## src/rtl/ex_result_stage.sv

```systemverilog
// ex_result_stage: EX/MEM result register with WISC ADD/SUB saturation,
// N/Z/V flag register with per-opcode update rules, stall/flush control and
// a saturating overflow event counter.
module ex_result_stage #(
  parameter int unsigned WIDTH     = 16,
  parameter int unsigned OVF_CNT_W = 16
) (
  input  logic                 clk,
  input  logic                 rst,
  input  logic                 valid_in,
  input  logic [3:0]           op_in,
  input  logic [WIDTH-1:0]     alu_in,
  input  logic                 ovfl_in,
  input  logic                 a_msb_in,
  input  logic                 stall,
  input  logic                 flush,
  input  logic                 ovf_clr,
  output logic [WIDTH-1:0]     result_q,
  output logic                 valid_q,
  output logic [3:0]           op_q,
  output logic                 flag_n,
  output logic                 flag_z,
  output logic                 flag_v,
  output logic [OVF_CNT_W-1:0] ovf_count
);

  typedef enum logic [1:0] {
    CLS_ARITH = 2'd0,
    CLS_LOGIC = 2'd1,
    CLS_NONE  = 2'd2
  } op_class_e;

  localparam logic [WIDTH-1:0] SAT_POS = {1'b0, {(WIDTH-1){1'b1}}};
  localparam logic [WIDTH-1:0] SAT_NEG = {1'b1, {(WIDTH-1){1'b0}}};

  op_class_e              op_class;
  logic [WIDTH-1:0]       sat;
  logic                   accept;

  logic [WIDTH-1:0]       result_d;
  logic                   valid_d;
  logic [3:0]             op_d;
  logic                   flag_n_d;
  logic                   flag_z_d;
  logic                   flag_v_d;
  logic [OVF_CNT_W-1:0]   ovf_count_d;

  // Classify the incoming opcode by its flag-update behaviour.
  always_comb begin
    op_class = CLS_NONE;
    case (op_in)
      4'b0000, 4'b0001:                   op_class = CLS_ARITH;
      4'b0010, 4'b0100, 4'b0101, 4'b0110: op_class = CLS_LOGIC;
      default:                            op_class = CLS_NONE;
    endcase
  end

  // Saturate ADD/SUB on overflow; direction follows the A operand sign.
  always_comb begin
    sat = alu_in;
    if (op_class == CLS_ARITH && ovfl_in) begin
      sat = a_msb_in ? SAT_NEG : SAT_POS;
    end
  end

  assign accept = valid_in & ~stall & ~flush;

  // Next-state for the result register, flags and overflow counter.
  always_comb begin
    result_d    = result_q;
    valid_d     = valid_q;
    op_d        = op_q;
    flag_n_d    = flag_n;
    flag_z_d    = flag_z;
    flag_v_d    = flag_v;
    ovf_count_d = ovf_count;

    if (flush) begin
      valid_d = 1'b0;
    end else if (!stall) begin
      if (valid_in) begin
        result_d = sat;
        op_d     = op_in;
        valid_d  = 1'b1;
        case (op_class)
          CLS_ARITH: begin
            flag_n_d = sat[WIDTH-1];
            flag_z_d = (sat == '0);
            flag_v_d = ovfl_in;
          end
          CLS_LOGIC: flag_z_d = (sat == '0);
          default:   ;
        endcase
      end else begin
        valid_d = 1'b0;
      end
    end

    if (ovf_clr) begin
      ovf_count_d = '0;
    end else if (accept && op_class == CLS_ARITH && ovfl_in && ovf_count != '1) begin
      ovf_count_d = ovf_count + OVF_CNT_W'(1);
    end
  end

  // Stage registers with synchronous reset taking priority over everything.
  always_ff @(posedge clk) begin
    if (rst) begin
      result_q  <= '0;
      valid_q   <= 1'b0;
      op_q      <= '0;
      flag_n    <= 1'b0;
      flag_z    <= 1'b0;
      flag_v    <= 1'b0;
      ovf_count <= '0;
    end else begin
      result_q  <= result_d;
      valid_q   <= valid_d;
      op_q      <= op_d;
      flag_n    <= flag_n_d;
      flag_z    <= flag_z_d;
      flag_v    <= flag_v_d;
      ovf_count <= ovf_count_d;
    end
  end

endmodule
```

## config.mk

```make
export PLATFORM = sky130hd
export DESIGN_NAME = ex_result_stage
export DESIGN_NICKNAME = d
export VERILOG_FILES = /design/src/rtl/ex_result_stage.sv
export SDC_FILE = /design/constraint.sdc
export NUM_CORES = 1
export LEC_CHECK = 0
export ABC_AREA = 1
export CAP_MARGIN = 20
export CORE_MARGIN = 1.5
export CORE_UTILIZATION = 41
export DETAILED_ROUTE_END_ITERATION = 10
export PLACE_DENSITY = 0.76
export SLEW_MARGIN = 20
export SYNTH_ARGS = -nofsm -noshare
export SYNTH_HDL_FRONTEND = slang
export SYNTH_SLANG_ARGS = --single-unit
```

## constraint.sdc

```tcl
create_clock -name clk -period 1.7 [get_ports clk]
set_clock_uncertainty 0.2 [all_clocks]
set_input_delay 0.17 -clock clk [delete_from_list [all_inputs] [get_ports clk]]
set_output_delay 0.17 -clock clk [all_outputs]
set_load 0.02 [all_outputs]
```

==> summary.txt, run 1 <==
run status: completed
setup ws final: 0.0330 ns
FP Rows: 25
Clk network pwr share: 38.6%
crit end category: output pin
yosys warns: 0
Critical Path Fanout Max: 2
Primary FF master, synth: dfxtp_1
minimum clock period: 1.67 ns
switch share: 23.9%
Die Wd: 72.4 um
sequential power share: 48.2%
Clock Root Buffer: clkbuf_8
synthesized area: 1970 um2
Initial Util: 42.0%
pwr dens: 677 nW/um2
Yosys top cell area share: 40.6%
synth unique cells: 28
area grow syn2layout: 51.4%
final hold violation count: 0
worst skew pair latency: 0.30 ns
worst rel slew slack: 64.0%
Async SR Flop Fraction: 0%
CP Launch Type: flip-flop
EDFF count, synth: 0
nets: 392
Clock Pin Slew Worst Setup and Hold Paths: 0.08 ns
initial antenna violation count: 0
clk sinks: 40
Internal: 1.54 mW
DP Wirelength: 3840 um
CP delay by family, top: buffers and inverters
DRT Pass-1 Iters: 4
CTS tree: built
Max Slew Vio Count: 0
Seq/Total Area, Yosys: 40.6%
clock tree buffer depth: 2
unrepaired setup endpoints after global routing: true
Worst Path Arrival: 1.30 ns
part of the power in combinational logic: 13.2%
Post-Synthesis Cells: 272
wirelength, routed: 5080 um
Critical Path RT: 1.33 ns
diode count: 0
# hold bufs at CTS: 0
CTS Buf Count: 5
FMAX: 600 MHz
vias per cell: 4.89
first-pass GRT wire length: 8280 um
Worst Hold Class: in -> reg
Max stage delay on crit path: 0.64 ns
max cap viols: 0
top cells by area, synth: dfxtp_1 (41%), nand2_1 (13%), o21ai_0 (6.9%)
final setup violation count: 0
GRT Resource Usage Total: 20.2%
LEAKAGE: 1.26 nW
IO Port Bufs: 67
final instance area: 2990 um2
Mapped Avg Cell Area: 7.25 um2
share of cells above drive strength 1: 17.9%
die area: 5230 um2
Tot Pwr: 2.02 mW
crit path cell chain: clkdlybuf4s50_1
DRC viols: 0
worst path bufs/invs: 1
Synth area leader: dfxtp_1
Slowest cell on crit path: clkdlybuf4s50_1
via count: 2042
Die H: 72.4 um
cell with the most instances after synthesis: nand2_1
antenna-violating nets left: 0
routed length per instance: 12.1 um
Ports: 68
vias in the first global route: 1912
Mapped Nets: 301
Final Util: 63.6%
RePlAce Congestion: 0.814
placed cell area: 2830 um2
htree depth: 2
period utilization: 98.1%
dpl cells: 407
Final Non-Filler Cells: 418
drt initial violations: 56
#FFs+latches synth: 40
CP Class: reg -> out
Max IR drop VDD: 0.000483 V
Sw Pwr: 0.484 mW
largest net degree at the start of global routing: 15
Commonest cells post-synth: nand2_1 (67), dfxtp_1 (40), nor2_1 (29), o21ai_0 (27), a21oi_1 (25)
Core ar.: 4690 um2
GRT overflow: 0
setup slack after placement: -0.231 ns
worst-margin pin slew: 0.539 ns
==> metrics by stage <==
stage	hold slack (ns)	setup TNS, ns
floorplan	0.0391	0
global placement	0.251	-3.94
detailed placement	0.250	-5.18
CTS	0.245	0
global route	0.267	-0.0916
finish	0.251	0
==> cell type report <==
| cell class | instances | area [um2] |
|---|---|---|
| tap | 54 | 67.6 |
| multi-input combinational | 197 | 1040 |
| inverter | 26 | 97.6 |
| clock buffer | 5 | 68.8 |
| sequential | 40 | 807 |
| fill | 426 | 1710 |
| timing repair buffer | 93 | 860 |
| clock inverter | 3 | 42.5 |
==> flip-flops by register name (all words and copies together) (netlist names) <==
| name | flops |
|---|---|
| ovf_count | 16 |
| result_q | 16 |
| op_q | 4 |
| flag_n | 1 |
| flag_v | 1 |
| flag_z | 1 |
| valid_q | 1 |
==> tightest hold or removal path, cell delays in order <==
cell and delay [ns]:
clkdlybuf4s50_1 0.42, nand2_1 0.07, a21oi_1 0.05
==> repair_timing <==
item	in CTS	in global routing
endpoints found under the setup margin	16	16
gates resized for setup	17	6
buffers inserted	1	2
pin swaps	3	3
==> path summary, 6_finish.rpt <==
| kind | from | endpoint | slack, ns | cells past startpoint |
|---|---|---|---|---|
| setup / recovery | flag_z | flag_z | 0.03 | 1 |
| hold / removal | alu_in[13] | result_q[13] | 0.25 | 3 |
| setup reg to reg | ovf_count[0] | ovf_count[8] | 0.09 | 8 |
| hold reg to reg | valid_q | valid_q | 0.27 | 2 |
==> power by group through the flow <==
stage	clock [mW]	combinational [mW]	sequential (mW)
6_report	0.779	0.267	0.974
5_1_grt	0.839	0.293	0.977
4_1_cts	0.797	0.266	0.975
3_5_place_dp	0	0.265	0.995
3_3_place_gp	0	0.262	0.996
2_1_floorplan	0	0.0787	1.02
==> logic make-up after synthesis <==
kind of cell / after synthesis / share of synthesized area [%]
AND/OR/NAND/NOR: 119 / 26.6
buffers and inverters: 35 / 8.19
AO/OA/AOI/OAI: 66 / 19.1
adder cells (fa/ha/maj): 1 / 0.634
flip-flops: 40 / 40.6
XOR/XNOR: 11 / 4.89
==> layout by cell type (no fill, tap or decap), drive strengths merged, types with 2 or more instances in the layout <==
cell type | Yosys | routed
xor2 | 5 | 5
o21ai | 27 | 27
buf | 5 | 26
o21bai | 2 | 2
nand3 | 13 | 13
nor2 | 31 | 31
dlygate4sd2 | 0 | 13
clkbuf | 4 | 5
nand2 | 72 | 72
xnor2 | 6 | 6
clkdlybuf4s50 | 0 | 53
a21oi | 34 | 34
inv | 26 | 26
dfxtp | 40 | 40
==> layer usage <==
layer	wire, um	track usage, %	part of all wire (%)	vias to the layer above
li1	-	-	-	1053
met4	76	6.50	1.5	0
met2	2480	36.2	49	50
met3	223	4.44	4.4	10
met5	0	0	0	-
met1	2290	23.9	45	929
(Power assumes the default switching activity.)
==> run 2, diff against run 1 <==
- CORE_ASPECT_RATIO: unset -> 0.6
==> run 2 against run 1 <==
Clock-buffer cell count up 1. Setup slack better by 0.0025 ns. Register-to-register slack worse by 0.05 ns. Combinational power up 4%. Global-route usage up 1.5 points. Flip-flop and latch count unchanged. Largest power group unchanged.
==> summary.txt, run 2 (synthesized netlist as in run 1, its figures left out) <==
run status: completed (unchanged)
Final Non-Filler Cells: 433 (was 418)
DRC viols: 0 (unchanged)
GRT Resource Usage Total: 21.7% (was 20.2%)
DRT Pass-1 Iters: 4 (unchanged)
CTS tree: built (unchanged)
Hold EP: op_q[0] (was result_q[13])
vias in the first global route: 1874 (was 1912)
Initial Util: 43.0% (was 42.0%)
Max IR drop VDD: 0.000412 V (was 0.000483 V)
most frequent cells in the layout: nand2_1 (60), clkdlybuf4s50_1 (52), dfxtp_1 (36), buf_4 (28), o21ai_0 (26) (was nand2_1 (67), clkdlybuf4s50_1 (53), dfxtp_1 (35), nor2_1 (28), o21ai_0 (27))
worst skew pair latency: 0.28 ns (was 0.30 ns)
first-pass GRT wire length: 9080 um (was 8280 um)
most common cell after layout, fill and taps aside: nand2_1 (unchanged)
Tot Pwr: 1.85 mW (was 2.02 mW)
met1 Usage GRT: 33.2% (was 23.9%)
crit path cell chain: ha_4, nand3_4, nor3_4, nand3_2, nand2_4, buf_12, nand2_2, a21oi_2 (was clkdlybuf4s50_1)
routed length per instance: 12.7 um (was 12.1 um)
CP Class: reg -> reg (was reg -> out)
Max Slew Vio Count: 0 (unchanged)
WHS Path Cells: 2 (was 3)
share of cells above drive strength 1: 23.2% (was 17.9%)
min-delay src: op_q[0] (was alu_in[13])
LEAKAGE: 1.32 nW (was 1.26 nW)
wirelength, routed: 5500 um (was 5080 um)
# fillers: 371 (was 426)
drt initial violations: 103 (was 56)
initial antenna violation count: 0 (unchanged)
GRT busiest layer: met1 (was met2)
clock tree buffer depth: 2 (unchanged)
max cap viols: 0 (unchanged)
worst-margin pin slew: 0.306 ns (was 0.539 ns)
Die H: 56.7 um (was 72.4 um)
worst rel slew slack: 79.5% (was 64.0%)
biggest regs: ovf_count x16, result_q x16, op_q x4 (unchanged)
Worst Hold Class: reg -> reg (was in -> reg)
largest net degree at the start of global routing: 15 (unchanged)
IO Port Bufs: 67 (unchanged)
Max stage delay on crit path: 0.35 ns (was 0.64 ns)
met2 Use GR: 31.6% (was 36.2%)
dpl cells: 422 (was 407)
Hold WS: 0.259 ns (was 0.251 ns)
worst r2r src: ovf_count[1] (was ovf_count[0])
pwr dens: 595 nW/um2 (was 677 nW/um2)
GRT overflow: 0 (unchanged)
minimum clock period: 1.66 ns (was 1.67 ns)
worst r2r dst: ovf_count[3] (was ovf_count[8])
Core ar.: 4590 um2 (was 4690 um2)
Critical Path Fanout Max: 8 (was 2)
unrepaired setup endpoints after global routing: true (unchanged)
final setup violation count: 0 (unchanged)
CP Launch Type: flip-flop (unchanged)
# hold bufs at CTS: 0 (unchanged)
FMAX: 601 MHz (was 600 MHz)
Clock Pin Slew Worst Setup and Hold Paths: 0.08 ns (about the same)
vias per cell: 4.67 (was 4.89)
period utilization: 97.9% (was 98.1%)
Critical Path RT: 1.72 ns (was 1.33 ns)
worst reg-to-reg setup slack: 0.04 ns (was 0.09 ns)
final hold violation count: 0 (unchanged)
Ports: 68 (unchanged)
diode count: 0 (unchanged)
R2R depth: 8 (unchanged)
Die Wd: 92.5 um (was 72.4 um)
CTS Buf Count: 5 (unchanged)
htree depth: 2 (unchanged)
RePlAce Congestion: 0.843 (was 0.814)
met3 Use GR: 3.93% (was 4.44%)
DP Wirelength: 4170 um (was 3840 um)
clk sinks: 40 (unchanged)
crit end category: flip-flop (was output pin)
Final Util: 67.6% (was 63.6%)
die area: 5250 um2 (was 5230 um2)
FF/Latch Area: 806 um2 (was 807 um2)
Slowest cell on crit path: dfxtp_2 (was clkdlybuf4s50_1)
antenna-violating nets left: 0 (unchanged)
nets: 399 (was 392)
area grow syn2layout: 57.3% (was 51.4%)
Worst Path Arrival: 1.69 ns (was 1.30 ns)
via count: 2021 (was 2042)
footprint of the multi-input gates: 1100 um2 (was 1040 um2)
Clock Root Buffer: clkbuf_8 (unchanged)
FP Rows: 19 (was 25)
## run 2: cell types whose count changed in the layout (fill, tap and decap cells not counted), moves of 2 or more
cell     previous run  this run
nand2_1            67        60
nand2_2             4         9
a21oi_1            25        21
a21oi_2             9        13
buf_4              25        28
buf_6               0         3
nor2_1             28        25
nor2_2              1         4
buf_12              0         2
inv_1              23        21
nand2_4             1         3
## run 2: cell type report
type / count / area share [%]
sequential: 40 / 26.0
multi-input combinational: 197 / 35.3
clock inverter: 1 / 0.161
tap: 63 / 2.54
timing repair buffer: 100 / 30.4
inverter: 26 / 3.23
clock buffer: 6 / 2.34
## run 2: critical path, delay by kind of cell (launching register included)
family          cells  cell delay (ns)
buf+inv             1             0.16
fa+ha+maj           1             0.16
simple gates        5             0.63
flops               1             0.35
compound gates      1             0.11
## run 2: repair_timing
action                     4_1_cts  5_1_grt
setup endpoints to repair       13       17
pin swaps                        0       14
buffers inserted                 0        4
cloned                           0        0
gates resized for setup         13       35
## run 2: metal layers
metal,up-vias,part of all wire (%)
met2,47,43
li1,1066,-
met5,-,0
met4,0,0.38
met1,906,52
met3,2,4.7
## run 2: how the worst max path moves through the flow
stage	start	endpoint	slack, ns	cells past startpoint
2_1_floorplan	ovf_count[6]	ovf_count[1]	0.03	8
3_3_place_gp	op_in[3]	ovf_count[13]	-0.12	8
3_5_place_dp	op_in[3]	flag_z	-0.20	9
4_1_cts	ovf_count[0]	ovf_count[3]	0.01	8
5_1_grt	ovf_count[1]	ovf_count[9]	-0.07	8
6_report	ovf_count[1]	ovf_count[3]	0.04	8
## run 2: where the power goes
part | internal [mW] | switching, mW
combinational | 0.146 | 0.133
clock | 0.279 | 0.315
sequential | 0.961 | 0.0120
## run 2: through the flow
step | TNS [ns] | setup WS [ns] | instance area, um2
2_1_floorplan | 0 | 0.0270 | 1990
3_3_place_gp | -2.11 | -0.123 | 2900
3_5_place_dp | -3.71 | -0.198 | 2900
4_1_cts | 0 | 0.00967 | 2960
5_1_grt | -0.665 | -0.0743 | 3100
6_report | 0 | 0.0355 | 3100
==> run 3, diff against run 2 <==
- CORE_MARGIN: 1.5 -> unset
==> run 3 against run 2 <==
Wire length down 0.75%. First-iteration DRC count up 29%. Total power up 3.0%. Critical path type is now reg -> out. Final area down 3.1%. Clock power up 11%.
==> summary.txt, run 3 (synthesized netlist as in run 1, its figures left out) <==
run status: completed (unchanged)
DP Wirelength: 4190 um (was 4170 um)
CTS tree: built (unchanged)
most common cell after layout, fill and taps aside: nand2_1 (unchanged)
crit end category: output pin (was flip-flop)
crit path from: ovf_count[6] (was ovf_count[1])
Sw Pwr: 0.477 mW (was 0.460 mW)
RePlAce Congestion: 0.862 (was 0.843)
most frequent cells in the layout: nand2_1 (67), clkdlybuf4s50_1 (52), dfxtp_1 (34), buf_4 (29) (was nand2_1 (60), clkdlybuf4s50_1 (52), dfxtp_1 (36), buf_4 (28), o21ai_0 (26))
antenna-violating nets left: 0 (unchanged)
DRC viols: 0 (unchanged)
htree depth: 2 (unchanged)
CP Launch Type: flip-flop (unchanged)
area grow syn2layout: 52.4% (was 57.3%)
worst r2r src: ovf_count[1] (unchanged)
IO Port Bufs: 67 (unchanged)
final hold violation count: 0 (unchanged)
nets: 396 (was 399)
Worst Path Arrival: 1.27 ns (was 1.69 ns)
dpl cells: 419 (was 422)
drt initial violations: 133 (was 103)
crit path cell chain: clkdlybuf4s50_1 (was ha_4, nand3_4, nor3_4, nand3_2, nand2_4, buf_12, nand2_2, a21oi_2)
Max Slew Vio Count: 0 (unchanged)
first-pass GRT wire length: 8840 um (was 9080 um)
part of the power in combinational logic: 14.2% (was 15.1%)
CP delay by family, top: buffers and inverters (was simple AND/OR/NAND/NOR gates)
worst-margin pin slew: 0.491 ns (was 0.306 ns)
clk sinks: 40 (unchanged)
Max IR drop VDD: 0.000399 V (was 0.000412 V)
worst reg-to-reg setup slack: 0.10 ns (was 0.04 ns)
# fillers: 413 (was 371)
via count: 2070 (was 2021)
period utilization: 96.6% (was 97.9%)
Final Non-Filler Cells: 431 (was 433)
worst rel slew slack: 67.2% (was 79.5%)
vias per cell: 4.80 (was 4.67)
largest net degree at the start of global routing: 20 (was 15)
worst setup path endpoint: ovf_count[6] (was ovf_count[3])
Clk network pwr share: 34.6% (was 32.2%)
initial antenna violation count: 0 (unchanged)
CTS Buf Count: 5 (unchanged)
CP Class: reg -> out (was reg -> reg)
Die Wd: 91.5 um (was 92.5 um)
FMAX: 609 MHz (was 601 MHz)
GRT overflow: 0 (unchanged)
vias in the first global route: 1825 (was 1874)
final instance area: 3010 um2 (was 3100 um2)
Critical Path RT: 1.33 ns (was 1.72 ns)
max cap viols: 0 (unchanged)
switch share: 25.1% (was 24.9%)
LEAKAGE: 1.27 nW (was 1.32 nW)
WP depth: 1 (was 8)
Clock Root Buffer: clkbuf_8 (unchanged)
Hold WS: 0.263 ns (was 0.259 ns)
R2R depth: 8 (unchanged)
worst r2r dst: ovf_count[6] (was ovf_count[3])
biggest regs: ovf_count x16, result_q x16, op_q x4 (unchanged)
Final Util: 65.5% (was 67.6%)
sequential power share: 51.2% (was 52.7%)
wirelength, routed: 5460 um (was 5500 um)
die area: 5100 um2 (was 5250 um2)
Core ar.: 4590 um2 (unchanged)
Slowest cell on crit path: clkdlybuf4s50_1 (was dfxtp_2)
FP Rows: 19 (unchanged)
routed length per instance: 12.7 um (about the same)
minimum clock period: 1.64 ns (was 1.66 ns)
DRT Pass-1 Iters: 4 (unchanged)
Die H: 55.7 um (was 56.7 um)
Internal: 1.42 mW (was 1.39 mW)
clock tree buffer depth: 2 (unchanged)
Initial Util: 43.0% (unchanged)
Clock Pin Slew Worst Setup and Hold Paths: 0.08 ns (about the same)
pwr dens: 633 nW/um2 (was 595 nW/um2)
Critical Path Fanout Max: 4 (was 8)
GRT Resource Usage Total: 22.1% (was 21.7%)
share of cells above drive strength 1: 19.6% (was 23.2%)
Worst Hold Class: in -> reg (was reg -> reg)
worst path bufs/invs: 1 (unchanged)
Max stage delay on crit path: 0.61 ns (was 0.35 ns)
diode count: 0 (unchanged)
final setup violation count: 0 (unchanged)
Ports: 68 (unchanged)
placed cell area: 2870 um2 (was 2900 um2)
# hold bufs at CTS: 0 (unchanged)
worst skew pair latency: 0.29 ns (was 0.28 ns)
[run 3: worst min path at each step]
stage / slack (ns) / to / cells past startpoint / startpoint
CTS: 0.26 / result_q[2] / 3 / alu_in[2]
floorplan: 0.04 / flag_z / 1 / rst
finish: 0.26 / result_q[2] / 3 / alu_in[2]
global route: 0.27 / valid_q / 3 / stall
detailed placement: 0.25 / op_q[1] / 2 / op_q[1]
global placement: 0.25 / op_q[0] / 2 / op_q[0]
[run 3: routing by layer]
layer | up-vias | track usage (%) | share of wire (%)
li1 | 1062 | - | -
met1 | 930 | 33.5 | 52
met2 | 73 | 31.1 | 40
met3 | 5 | 5.05 | 6.4
met4 | 0 | 6.12 | 0.90
met5 | - | 0 | 0
[run 3: layout make-up]
cell class / instances / area (um2) / share of cell area (%)
clock inverters: 2 / 10.0 / 0.333
clock buffers: 6 / 82.6 / 2.75
well taps: 63 / 78.8 / 2.62
repair buffers: 97 / 881 / 29.3
inverters: 26 / 100 / 3.33
flip-flops and latches: 40 / 808 / 26.9
multi-input cells: 197 / 1040 / 34.8
[run 3: metrics by stage]
step           power [mW]  setup slack, ns  TNS (ns)
4_1_cts              1.91         0.000706         0
2_1_floorplan        1.10           0.0270         0
6_report             1.90           0.0580         0
5_1_grt              1.98          -0.0413   -0.0413
3_5_place_dp         1.26           -0.200     -4.31
3_3_place_gp         1.26           -0.151     -3.05
[run 3: power groups by stage]
stage,logic (mW),registers [mW],clock network [mW]
global route,0.292,0.976,0.707
global placement,0.265,0.994,0
CTS,0.269,0.973,0.670
detailed placement,0.267,0.995,0
floorplan,0.0787,1.02,0
finish,0.270,0.973,0.658
[run 3: what timing repair did]
| action | CTS | global route |
|---|---|---|
| resized for setup | 17 | 10 |
| pin swaps | 3 | 7 |
| buffers inserted | 2 | 2 |
| setup endpoints to repair | 16 | 18 |
